`config.mk`:
```
export PLATFORM = sky130hd
export DESIGN_NAME = ring_rr_arbiter_flat
export DESIGN_NICKNAME = d
export VERILOG_FILES = /design/src/rtl/ring_rr_arbiter_if.sv /design/src/rtl/ring_rr_arbiter.sv /design/src/flat_wrapper.sv
export SDC_FILE = /design/constraint.sdc
export NUM_CORES = 1
export LEC_CHECK = 0
export BUFFER_PORTS_ARGS = -buffer_cell sky130_fd_sc_hd__buf_2
export CELL_PAD_IN_SITES_DETAIL_PLACEMENT = 1
export CELL_PAD_IN_SITES_GLOBAL_PLACEMENT = 1
export CORE_ASPECT_RATIO = 0.75
export CORE_MARGIN = 5
export CORE_UTILIZATION = 35
export DETAILED_ROUTE_END_ITERATION = 12
export PLACE_DENSITY = 0.77
export SYNTH_ARGS = -nofsm -noshare
export SYNTH_HDL_FRONTEND = slang
export SYNTH_SLANG_ARGS = --single-unit
```
`constraint.sdc`:
```
create_clock -name clk -period 5 [get_ports clk]
set_input_delay 1.25 -clock clk [delete_from_list [all_inputs] [get_ports clk]]
set_output_delay 1.25 -clock clk [all_outputs]
set_load 0.01 [all_outputs]
```
`src/rtl/ring_rr_arbiter_if.sv`:
```
// Bundles the requester-side and status signals of the ring round-robin arbiter.
// The master modport drives requests; the slave modport is the arbiter itself.
interface ring_rr_arbiter_if #(
  parameter int unsigned JW = 4
);
  logic [3:0]    req;
  logic          en;
  logic [3:0]    gnt;
  logic [1:0]    gnt_id;
  logic          busy;
  logic [3:0]    token;
  logic [JW-1:0] jcnt;
  logic          q_exp;

  modport master (
    output req,
    output en,
    input  gnt,
    input  gnt_id,
    input  busy,
    input  token,
    input  jcnt,
    input  q_exp
  );

  modport slave (
    input  req,
    input  en,
    output gnt,
    output gnt_id,
    output busy,
    output token,
    output jcnt,
    output q_exp
  );
endinterface

```
`src/rtl/ring_rr_arbiter.sv`:
```
// Four-requester round-robin arbiter with a one-hot token ring and a Johnson-counter
// grant quantum of 2*JW cycles; grants hand off without an idle bubble.
module ring_rr_arbiter #(
  parameter int unsigned JW = 4
) (
  input  logic               clk,
  input  logic               rst_n,
  ring_rr_arbiter_if.slave   bus
);

  localparam int unsigned NREQ = 4;
  localparam int unsigned IDW  = 2;

  localparam logic [0:0] ST_IDLE  = 1'b0;
  localparam logic [0:0] ST_GRANT = 1'b1;

  logic [0:0]      state_q,  state_d;
  logic [NREQ-1:0] gnt_q,    gnt_d;
  logic [IDW-1:0]  gnt_id_q, gnt_id_d;
  logic [NREQ-1:0] token_q,  token_d;
  logic [JW-1:0]   jcnt_q,   jcnt_d;
  logic            q_exp_q,  q_exp_d;

  logic            holder_req;
  logic            jcnt_last;
  logic            release_c;
  logic            expire_c;
  logic [NREQ-1:0] tok_rot;
  logic [IDW-1:0]  win_idle;
  logic [IDW-1:0]  win_hand;

  // Circular scan of r starting at the token position, ascending with wrap.
  function automatic logic [IDW-1:0] pick(input logic [NREQ-1:0] r,
                                          input logic [NREQ-1:0] tok);
    logic [IDW-1:0] start;
    logic [IDW-1:0] idx;
    logic           found;
    start = '0;
    for (int i = 0; i < int'(NREQ); i++) begin
      if (tok[i]) start = IDW'(i);
    end
    pick  = start;
    found = 1'b0;
    for (int i = 0; i < int'(NREQ); i++) begin
      idx = start + IDW'(i);
      if (!found && r[idx]) begin
        pick  = idx;
        found = 1'b1;
      end
    end
  endfunction

  assign holder_req = bus.req[gnt_id_q];
  assign jcnt_last  = (jcnt_q == JW'(1));
  assign release_c  = (state_q == ST_GRANT) && !holder_req;
  assign expire_c   = (state_q == ST_GRANT) && holder_req && jcnt_last;
  // Ended holder becomes lowest priority: token moves one position above it.
  assign tok_rot    = {gnt_q[NREQ-2:0], gnt_q[NREQ-1]};
  assign win_idle   = pick(bus.req, token_q);
  assign win_hand   = pick(bus.req, tok_rot);

  always_comb begin
    state_d  = state_q;
    gnt_d    = gnt_q;
    gnt_id_d = gnt_id_q;
    token_d  = token_q;
    jcnt_d   = jcnt_q;
    q_exp_d  = 1'b0;

    case (state_q)
      ST_IDLE: begin
        if (bus.en && (|bus.req)) begin
          state_d  = ST_GRANT;
          gnt_id_d = win_idle;
          gnt_d    = NREQ'(1) << win_idle;
          jcnt_d   = '0;
        end
      end
      ST_GRANT: begin
        if (release_c || expire_c) begin
          token_d = tok_rot;
          q_exp_d = expire_c;
          if (bus.en && (|bus.req)) begin
            gnt_id_d = win_hand;
            gnt_d    = NREQ'(1) << win_hand;
            jcnt_d   = '0;
          end else begin
            state_d = ST_IDLE;
            gnt_d   = '0;
          end
        end else begin
          jcnt_d = {~jcnt_q[0], jcnt_q[JW-1:1]};
        end
      end
      default: begin
        state_d = ST_IDLE;
        gnt_d   = '0;
      end
    endcase
  end

  always_ff @(posedge clk or negedge rst_n) begin
    if (!rst_n) begin
      state_q  <= ST_IDLE;
      gnt_q    <= '0;
      gnt_id_q <= '0;
      token_q  <= NREQ'(1);
      jcnt_q   <= '0;
      q_exp_q  <= 1'b0;
    end else begin
      state_q  <= state_d;
      gnt_q    <= gnt_d;
      gnt_id_q <= gnt_id_d;
      token_q  <= token_d;
      jcnt_q   <= jcnt_d;
      q_exp_q  <= q_exp_d;
    end
  end

  assign bus.gnt    = gnt_q;
  assign bus.gnt_id = gnt_id_q;
  assign bus.busy   = (state_q == ST_GRANT);
  assign bus.token  = token_q;
  assign bus.jcnt   = jcnt_q;
  assign bus.q_exp  = q_exp_q;

endmodule
```
`src/flat_wrapper.sv`:
```
// flat-port wrapper written by rule: the top's interface ports become plain ports
module ring_rr_arbiter_flat 
#(
  parameter int unsigned JW = 4
)
  (clk, rst_n, bus_req, bus_en, bus_gnt, bus_gnt_id, bus_busy, bus_token, bus_jcnt, bus_q_exp);
  ring_rr_arbiter_if #(.JW(JW)) bus_i ();
  input  logic clk;
  input  logic rst_n;
  input wire logic [$bits(bus_i.req)-1:0] bus_req;
  input wire logic [$bits(bus_i.en)-1:0] bus_en;
  output wire logic [$bits(bus_i.gnt)-1:0] bus_gnt;
  output wire logic [$bits(bus_i.gnt_id)-1:0] bus_gnt_id;
  output wire logic [$bits(bus_i.busy)-1:0] bus_busy;
  output wire logic [$bits(bus_i.token)-1:0] bus_token;
  output wire logic [$bits(bus_i.jcnt)-1:0] bus_jcnt;
  output wire logic [$bits(bus_i.q_exp)-1:0] bus_q_exp;
  assign bus_i.req = bus_req;
  assign bus_i.en = bus_en;
  assign bus_gnt = bus_i.gnt;
  assign bus_gnt_id = bus_i.gnt_id;
  assign bus_busy = bus_i.busy;
  assign bus_token = bus_i.token;
  assign bus_jcnt = bus_i.jcnt;
  assign bus_q_exp = bus_i.q_exp;
  ring_rr_arbiter #(.JW(JW)) u_core (.clk(clk), .rst_n(rst_n), .bus(bus_i));
endmodule
```
==> results.toml <==
[logic_synthesis]
synth_edf_count = 0
ys_ff_latch = 16
synth.distinct_cells = 49
synthFlopType = "dfrtp_1"
netlist_instances = 127
async_reset_ff_share_pct = 100
syn_area_um2 = 1130
synth-seq-area-share_pct = 35.6
synth_warnings = 0
synthesis.nets = 134
syn_avg_cell_area_um2 = 8.88

[place]
portBuffers = 22
place.gp.congestion = 0.816
dp_hpwl_um = 2280

[worst_setup_path]
critPathRequiredTime_ps = 5140
rr_worst_depth = 6
reg2reg_slack_ps = 3050
crit_arrival_ps = 2940
startpoint = "bus_req[1]"
worstReg2RegStart = "u_core.bus.gnt_id[0]"
r2r-end = "u_core.bus.gnt[2]"
start_kind = "input pin"
crit_path_end_kind = "register"
path_class = "input pin to register"
cp_max_fo = 12
crit_path_end = "u_core.bus.gnt[0]"

[clocking]
cts.sinks = 16
clkTransAtPathRegs_ps = 60
post-cts-setup-buffer-count = 0
post_cts_resized = 0
cts.htree.levels = 1
cts-root-buf = "clkbuf_8"
cts_max_path_buffers = 2
cts_hold_buf = 0
cts_tree = "yes"
insertion_delay_ps = 250
cts_buffers = 3

[floorplanning]
die_w_um = 75.5
start_util_pct = 37.3
fp.dieH_um = 59.2
die_area_um2 = 4470
rows = 17
pin_count = 23
core_um2 = 3020

[drt]
drc_errors = 0
viasPerCell = 5.93
drtPass1Iterations = 4
drt_wl_total_um = 3120
routedWlPerCell_um = 17.2
vias = 1079
drt_iter0_drc = 58
ant_nets = 0

[cells_and_area]
multi_input_area_um2 = 646
final_common_cell = "buf_2"
seqCellArea_um2 = 402
final_nets = 152
areaGrowthSynthToFinish_pct = 14.1
num-fill-cells = 366
drive_gt1_share_pct = 26.4
final_cell_mix = "22 x buf_2, 15 x dfrtp_1, 14 x nand2_1, 11 x nor2_1, 8 x nand3_1"
n_antenna_cell = 0

[global_route]
grt_pass1_wl_um = 5200
antenna_found_initial = 0
grt_overflow = 0
grt_pass1_vias = 1050
grt_max_degree = 17
track_usage_pct = 15.0

[timing]
setup_viol = 0
setup-tns-final_ps = 0
maxSlewViolCount = 0
slew_headroom_pct = 45.8
hold_viol = 0
fmax_mhz = 357
period_needed_ps = 2800
holdWs_ps = 505
min_period_over_period_pct = 56.0
rsz0062_at_grt = "no"
tightestPinTransition_ps = 810
skew_ps = 2.41

[power_and_ir_drop]
power_frac_clock_pct = 15.3
peakVddDrop_uv = 238
p_int_uw = 407
p_leak_uw = 0.000593
swShare_pct = 45.8
power.density_nw_per_um2 = 584
switchingPower_uw = 344
pwr-share-seq_pct = 34.9
pwr-share-comb_pct = 49.8

[status]
outcome = "complete, no violations"

[job]
cap_viol_max_count = 0

[worst_hold_path]
hold_path_class = "register to register"
cell families (layout without fill, tap and decap cells):
kind of cell    count (synthesis)  count (layout)  synth area share, %
compound gates                 38              38                 27.4
flops                          16              16                 35.6
mux                             5               5                 5.77
buf+inv                        16              33                 7.10
simple gates                   52              52                 24.1
worst min path at each step:
stage                              end          startpoint  slack (ps)  cells past startpoint
floorplan           u_core.bus.jcnt[3]  u_core.bus.jcnt[0]         540                      1
global placement    u_core.bus.jcnt[3]  u_core.bus.jcnt[0]         490                      1
detailed placement  u_core.bus.jcnt[3]  u_core.bus.jcnt[0]         500                      1
CTS                 u_core.bus.jcnt[3]  u_core.bus.jcnt[0]         510                      1
global route        u_core.bus.jcnt[3]  u_core.bus.jcnt[0]         560                      1
finish              u_core.bus.jcnt[3]  u_core.bus.jcnt[0]         510                      1
sequential cells by signal, summed over array words and instances, names as in the netlist:
register,count
u_core.bus.gnt_id,2
u_core.bus.busy,1
u_core.bus.q_exp,1
u_core.bus.gnt,4
u_core.bus.token,4
u_core.bus.jcnt,4
power groups by stage:
| stage | Sequential (uW) | Combinational (uW) | Clock, uW |
|---|---|---|---|
| finish | 262 | 374 | 115 |
| global route | 273 | 414 | 125 |
| CTS | 262 | 377 | 119 |
| detailed placement | 263 | 372 | 0 |
| global placement | 263 | 361 | 0 |
| floorplan | 248 | 271 | 0 |
through the flow:
step	utilization [%]	worst slack, ps	std cells	power [uW]	area [um^2]
3_5_place_dp	40.8	1970	178	636	1230
6_report	42.6	2200	182	751	1290
2_1_floorplan	-	2300	127	518	1130
5_1_grt	42.6	2060	182	812	1290
4_1_cts	42.6	2210	182	757	1290
3_3_place_gp	40.8	2070	178	624	1230
cell type report:
type	instances	area share, %
inverter	7	2.04
clock buffer	4	4.28
multi-input combinational	95	50.2
tap	38	3.70
sequential	16	31.2
timing repair buffer	22	8.56
layer usage:
layer	vias to the layer above	global-route usage (%)	share of wire, %
met2	23	22.4	46
met1	549	21.6	49
met4	0	3.24	0.58
li1	501	-	-
met3	6	3.90	4.4
met5	-	0	0
synth_stat cells, types with 2 or more instances:
master	count	area share, %
a21oi_1	5	2.2
a22oi_1	3	2.0
a31oi_1	2	1.1
buf_2	7	3.1
dfrtp_1	15	33
inv_1	7	2.3
mux2_2	2	2.0
mux2i_1	2	1.8
nand2_1	14	4.7
nand2b_1	3	1.7
nand3_1	8	3.6
nor2_1	11	3.7
nor2b_1	2	1.1
nor3_1	2	0.89
nor4b_1	2	1.6
o21ai_0	5	2.2
o21ai_1	4	1.8
or3_1	2	1.1
critical path, cell delays in order:
cell and delay [ps]:
buf_2 230, nor2b_1 240, or3_1 130, a21oi_1 60
a211oi_1 650, nor2_1 110, a221o_1 280
(Power assumes the default switching activity.)
